### src/rtl/lfsr_pkg.sv
// Shared types and constants for the LFSR pseudo-random generator.
// Holds the control FSM encoding and the default 64-bit tap mask.
package lfsr_pkg;

  typedef enum logic [1:0] {
    IDLE   = 2'd0,
    RUN    = 2'd1,
    LOCKED = 2'd2
  } lfsrState_t;

  // x^64 + x^63 + x^61 + x^60 + 1 in Fibonacci tap-mask form.
  localparam logic [63:0] DEFAULT_TAPS64 = 64'hD800_0000_0000_0000;

  localparam int MIN_WIDTH = 4;
  localparam int MAX_WIDTH = 64;
  localparam int MIN_STEPS = 1;
  localparam int MAX_STEPS = 8;

endpackage : lfsr_pkg

### src/rtl/lfsr_step.sv
// One combinational LFSR step, in either Fibonacci or Galois form.
// The tap mask is always given in Fibonacci orientation.
module lfsr_step
  import lfsr_pkg::*;
#(
  parameter int               WIDTH  = 64,
  parameter logic [WIDTH-1:0] TAPS   = DEFAULT_TAPS64[63 -: WIDTH],
  parameter bit               GALOIS = 1'b0
) (
  input  logic [WIDTH-1:0] i_state,
  output logic [WIDTH-1:0] o_next
);

  // Galois feedback polynomial drops the x^WIDTH term and adds the constant term.
  localparam logic [WIDTH-1:0] POLY = {TAPS[WIDTH-2:0], 1'b1};

  generate
    if (GALOIS) begin : g_galois
      always_comb begin
        o_next = {i_state[WIDTH-2:0], 1'b0} ^ ({WIDTH{i_state[WIDTH-1]}} & POLY);
      end
    end else begin : g_fibonacci
      always_comb begin
        o_next = {i_state[WIDTH-2:0], ^(i_state & TAPS)};
      end
    end
  endgenerate

endmodule : lfsr_step

### src/rtl/lfsr_prng.sv
// LFSR pseudo-random generator with seed capture, lockup detection and
// period measurement; advances STEPS chained steps per enabled cycle.
module lfsr_prng
  import lfsr_pkg::*;
#(
  parameter int               WIDTH  = 64,
  parameter logic [WIDTH-1:0] TAPS   = DEFAULT_TAPS64[63 -: WIDTH],
  parameter bit               GALOIS = 1'b0,
  parameter int               STEPS  = 1,
  parameter int               CNT_W  = 32
) (
  input  logic             i_clk,
  input  logic             i_reset,
  input  logic [WIDTH-1:0] i_seed,
  input  logic             i_load,
  input  logic             i_enable,
  output logic [WIDTH-1:0] o_out,
  output logic             o_valid,
  output logic             o_lockup,
  output logic             o_wrap,
  output logic [CNT_W-1:0] o_period
);

  generate
    if (WIDTH < MIN_WIDTH || WIDTH > MAX_WIDTH) begin : g_badWidth
      $error("lfsr_prng: WIDTH must be within 4..64");
    end
    if (STEPS < MIN_STEPS || STEPS > MAX_STEPS) begin : g_badSteps
      $error("lfsr_prng: STEPS must be within 1..8");
    end
    if (CNT_W < 1) begin : g_badCntW
      $error("lfsr_prng: CNT_W must be at least 1");
    end
    if (TAPS[WIDTH-1] != 1'b1) begin : g_badTaps
      $error("lfsr_prng: TAPS must have its top bit set");
    end
  endgenerate

  localparam logic [CNT_W-1:0] CNT_MAX = '1;

  lfsrState_t       r_state;
  lfsrState_t       w_stateNext;
  logic [WIDTH-1:0] r_lfsr;
  logic [WIDTH-1:0] r_seedCap;
  logic [CNT_W-1:0] r_count;
  logic [CNT_W-1:0] r_period;
  logic             r_wrap;

  logic [WIDTH-1:0] w_chain [STEPS+1];
  logic [WIDTH-1:0] w_next;
  logic [CNT_W-1:0] w_countInc;
  logic             w_hit;
  logic             w_seedNonZero;
  logic             w_advance;

  // Intermediate steps are never compared against the seed; only w_next is.
  assign w_chain[0] = r_lfsr;
  generate
    for (genvar g = 0; g < STEPS; g++) begin : g_step
      lfsr_step #(
        .WIDTH  (WIDTH),
        .TAPS   (TAPS),
        .GALOIS (GALOIS)
      ) u_step (
        .i_state (w_chain[g]),
        .o_next  (w_chain[g+1])
      );
    end
  endgenerate

  assign w_next        = w_chain[STEPS];
  assign w_hit         = (w_next == r_seedCap);
  assign w_seedNonZero = (i_seed != '0);
  assign w_advance     = (r_state == RUN) && i_enable && !i_load;
  assign w_countInc    = (r_count == CNT_MAX) ? CNT_MAX : r_count + CNT_W'(1);

  always_ff @(posedge i_clk or posedge i_reset) begin
    if (i_reset) begin
      r_state <= IDLE;
    end else begin
      r_state <= w_stateNext;
    end
  end

  always_comb begin
    w_stateNext = r_state;
    case (r_state)
      IDLE, RUN, LOCKED: begin
        if (i_load) begin
          w_stateNext = w_seedNonZero ? RUN : LOCKED;
        end
      end
      default: w_stateNext = IDLE;
    endcase
  end

  always_comb begin
    o_out    = (r_state == LOCKED) ? '0 : r_lfsr;
    o_valid  = (r_state == RUN);
    o_lockup = (r_state == LOCKED);
    o_wrap   = r_wrap;
    o_period = r_period;
  end

  // Load wins over enable in every state; wrap is a single-cycle pulse.
  always_ff @(posedge i_clk or posedge i_reset) begin
    if (i_reset) begin
      r_lfsr    <= '0;
      r_seedCap <= '0;
      r_count   <= '0;
      r_period  <= '0;
      r_wrap    <= 1'b0;
    end else if (i_load) begin
      r_lfsr    <= i_seed;
      r_seedCap <= i_seed;
      r_count   <= '0;
      r_period  <= '0;
      r_wrap    <= 1'b0;
    end else if (w_advance) begin
      r_lfsr <= w_next;
      if (w_hit) begin
        r_wrap   <= 1'b1;
        r_period <= w_countInc;
        r_count  <= '0;
      end else begin
        r_wrap  <= 1'b0;
        r_count <= w_countInc;
      end
    end else begin
      r_wrap <= 1'b0;
    end
  end

endmodule : lfsr_prng

### config.mk
export PLATFORM = sky130hd
export DESIGN_NAME = lfsr_prng
export DESIGN_NICKNAME = d
export VERILOG_FILES = /design/src/rtl/lfsr_pkg.sv /design/src/rtl/lfsr_step.sv /design/src/rtl/lfsr_prng.sv
export SDC_FILE = /design/constraint.sdc
export NUM_CORES = 1
export LEC_CHECK = 0
export BUFFER_PORTS_ARGS = -buffer_cell sky130_fd_sc_hd__buf_2
export CORE_MARGIN = 10
export CORE_UTILIZATION = 60
export CTS_CLUSTER_DIAMETER = 80
export DETAILED_ROUTE_END_ITERATION = 12
export GPL_TIMING_DRIVEN = 0
export PLACE_DENSITY = 0.83
export SYNTH_ARGS = -nofsm -noshare
export SYNTH_HDL_FRONTEND = slang
export SYNTH_SLANG_ARGS = --single-unit
### constraint.sdc
create_clock -name i_clk -period 10.6 [get_ports i_clk]
set_clock_uncertainty 0.1 [all_clocks]
set_input_delay 1.06 -clock i_clk [delete_from_list [all_inputs] [get_ports i_clk]]
set_output_delay 1.06 -clock i_clk [all_outputs]
set_load 0.005 [all_outputs]
==> results by group <==
Clocking
  – Num CTS Buffers: 17
  – H-tree depth: 4
  – Clk_lat worst skew: 0.45 ns
  – Clk pin slew, worst setup/hold paths: 0.08 ns
  – Clock Tree Buf Depth: 2
  – CTS sink count: between 150 and 200
  – Root Buffer: clkbuf_16
  – Hold_buf cts: 0
  – Post-CTS setup buffer count: 0
  – Post-CTS sizing: 0
  – CTS tree: built

Finish
  – Share of cells above drive strength 1: 21.53%
  – Post-route cell area: 12160 µm²
  – Post-Route Utilization: 71.03%
  – Fill count: 1278
  – Area Overhead vs Synth: 16.95%
  – Post-Layout Cell Count: 1470
  – Ant. Diodes: 0
  – Fin nets: around 1300

Critical path
  – Internal reg-to-reg setup slack: 7.68 ns
  – Crit path from: r_state[1]
  – Worst setup SP type: flip-flop
  – Crit path capture: o_out[9]
  – Critical Path RT: 9.44 ns
  – FF-to-FF End: o_period[10]
  – Crit-path max FO: 10
  – CP Data Arrival Time: 2.29 ns
  – Kind of critical path: reg -> out
  – Setup crit end kind: output port
  – Reg2reg start: r_lfsr[52]
  – R2r worst-path depth: 7

Yosys
  – Synth cell types: 59
  – Ys async rst share: 100.0%
  – Most instantiated cells after synthesis: dfrtp_1, o21ai_0, nand2_1
  – Post-synthesis sequential area ratio: between 40% and 50%
  – Synth Net Count: 1116
  – Flops & latches, synth: slightly below 200
  – Area contributors post-synth: dfrtp_1, mux2i_1, o21ai_0
  – Primary FF master, synth: dfrtp_1
  – Top-count cell post-synth: dfrtp_1
  – Syn Inst Count: 1047
  – Mapped Avg Cell Area: around 9.9 µm²
  – Post-synth EDFFs: 0
  – Synth Cell Area: just over 10000 µm²
  – Yosys top cell area share: 46.94%
  – Synthesis Warnings: 0
  – Post-synth top area cell: dfrtp_1

Timing
  – Fin. Hold Viols: 0
  – Slew @ Worst Pin: 0.9331 ns
  – Worst rel slew slack: 37.22%
  – Max-slew violation count: 0
  – WHS: 0.4268 ns
  – Fin crit share: between 30% and 40%
  – Final WS setup: between 7 and 8 ns
  – Peak Freq: 289.6 MHz
  – Unrepaired setup endpoints after global routing: false
  – Final min period: 3.453 ns
  – Final Setup Violations: 0
  – Setup_tns: 0 ns

Route
  – Vias per inst: 6.141
  – Final wirelength: 31250 µm
  – Via Count: between 9000 and 10000
  – Post-route DRC: 0
  – Avg WL per Cell: around 21 µm
  – Detailed Routing Iterations Pass 1: 5
  – DRT antenna net count: 0
  – Iter 0 DRT Violations: roughly 970

Min path
  – Hold crit path type: reg -> reg

Pwr
  – Peak supply drop: between 0.1 and 0.15 mV
  – Total power: 1.936 mW
  – Leakage: 5.608 nW
  – Seq pwr share: 44.3%
  – Cell-internal power: 1.351 mW
  – Comb pwr share: between 20 and 25%
  – Psw: roughly 0.6 mW
  – Cell Pwr Density: approximately 160 nW/µm²
  – Clock power share: 35.3%
  – Sw frac: 30.21%

Global routing
  – Largest net degree at the start of global routing: 132
  – First-pass GRT wire length: 48900 µm
  – Initial antenna violation count: 0
  – Global Route Usage Sum: 27.30%
  – Vias in the first global route: 9117
  – Grt total ovfl: 0

Die
  – Die Ht: about 150 µm
  – I/O pins: 167
  – Core ar.: between 15000 and 20000 µm²
  – Site row count: 48
  – Die Wd: 151.6 µm
  – Starting density of the core: 60.74%
  – Die ar.: 22990 µm²

Placement
  – Post-DP HPWL: 22800 µm
  – IO Port Bufs: 165
  – Placed insts: 1438
  – DP Area: 11540 µm²
  – RD Place Congestion: 0.9801
  – DP Worst Slack: approximately 7.0 ns

Flow run
  – Max Cap Viol: 0

Status
  – Status: finished clean
## worst min-delay path by stage
stage | startpoint | cells after the start | endpoint
after floorplan | r_count[27] | 1 | r_count[27]
after global placement | o_period[5] | 2 | o_period[5]
after detailed placement | o_period[3] | 2 | o_period[3]
after CTS | o_period[3] | 2 | o_period[3]
after global routing | o_period[30] | 2 | o_period[30]
final | o_period[3] | 2 | o_period[3]
## cell type report
class / count / area [µm²] / share of cell area, %
Buffer: 68 / 376.6 / 3.098
Sequential cell: 195 / 4880 / 40.14
Clock inverter: 11 / 148.9 / 1.225
Tap cell: 225 / 281.5 / 2.316
Timing Repair Buffer: 166 / 853.3 / 7.019
Clock buffer: 21 / 470.5 / 3.870
Multi-Input combinational cell: 707 / 4848 / 39.88
Inverter: 77 / 299.0 / 2.460
## critical path: stages (launching register included)
cell      delay (ns)
dfrtp_1         0.41
nand2b_1        0.11
clkbuf_1        0.55
clkbuf_1        0.40
and2_1          0.24
buf_2           0.13
## state kept, by name, summed over array words and instances (netlist names)
signal     flops
o_period      32
o_wrap         1
r_count       32
r_lfsr        64
r_seedCap     64
r_state        2
## layer usage
metal,vias up,routed length [µm],global-route usage [%]
met4,0,1130,11.92
met5,-,0,0
li1,4031,-,-
met1,4426,11920,33.69
met3,85,2868,6.207
met2,486,15330,45.10
## placed cells by master (no fill, tap or decap), types with 5 or more instances in the layout
master       n
a311oi_2     7
and2_1      65
clkbuf_1    41
nand2_1     93
nand4_1     32
a21oi_1     22
mux2i_1     69
nor2_1      26
a22o_1       9
a311oi_1    20
buf_6        7
nor3_2       5
clkbuf_16   17
nor4_4       5
inv_1       74
and4_1       6
o22ai_1      5
nand3_1     19
o21ai_0    135
a221oi_2     7
a31oi_1     24
xnor2_1     76
and3_1       5
xor2_1      10
dfrtp_1    195
nor3_1       8
nor4_1      24
buf_2      179
## power groups by stage
stage	clock [mW]	sequential (mW)	combinational, mW
5_1_grt	0.713	0.865	0.425
4_1_cts	0.682	0.856	0.394
3_5_place_dp	0	0.870	0.389
6_report	0.683	0.858	0.395
2_1_floorplan	0	0.854	0.252
3_3_place_gp	0	0.868	0.378
## kinds of logic (layout without fill, tap and decap cells)
logic type	after synthesis	in the layout	share of synthesized area (%)
AOI/OAI and AO/OA	239	239	14.70
xor gates and xnor gates	91	91	8.136
adders and majority gates	1	1	0.1203
buffers and inverters	145	343	6.427
DFF	195	195	46.94
muxes	71	71	6.860
and+or+nand+nor	305	305	16.83
No activity file was read; power rests on OpenSTA's default activity.
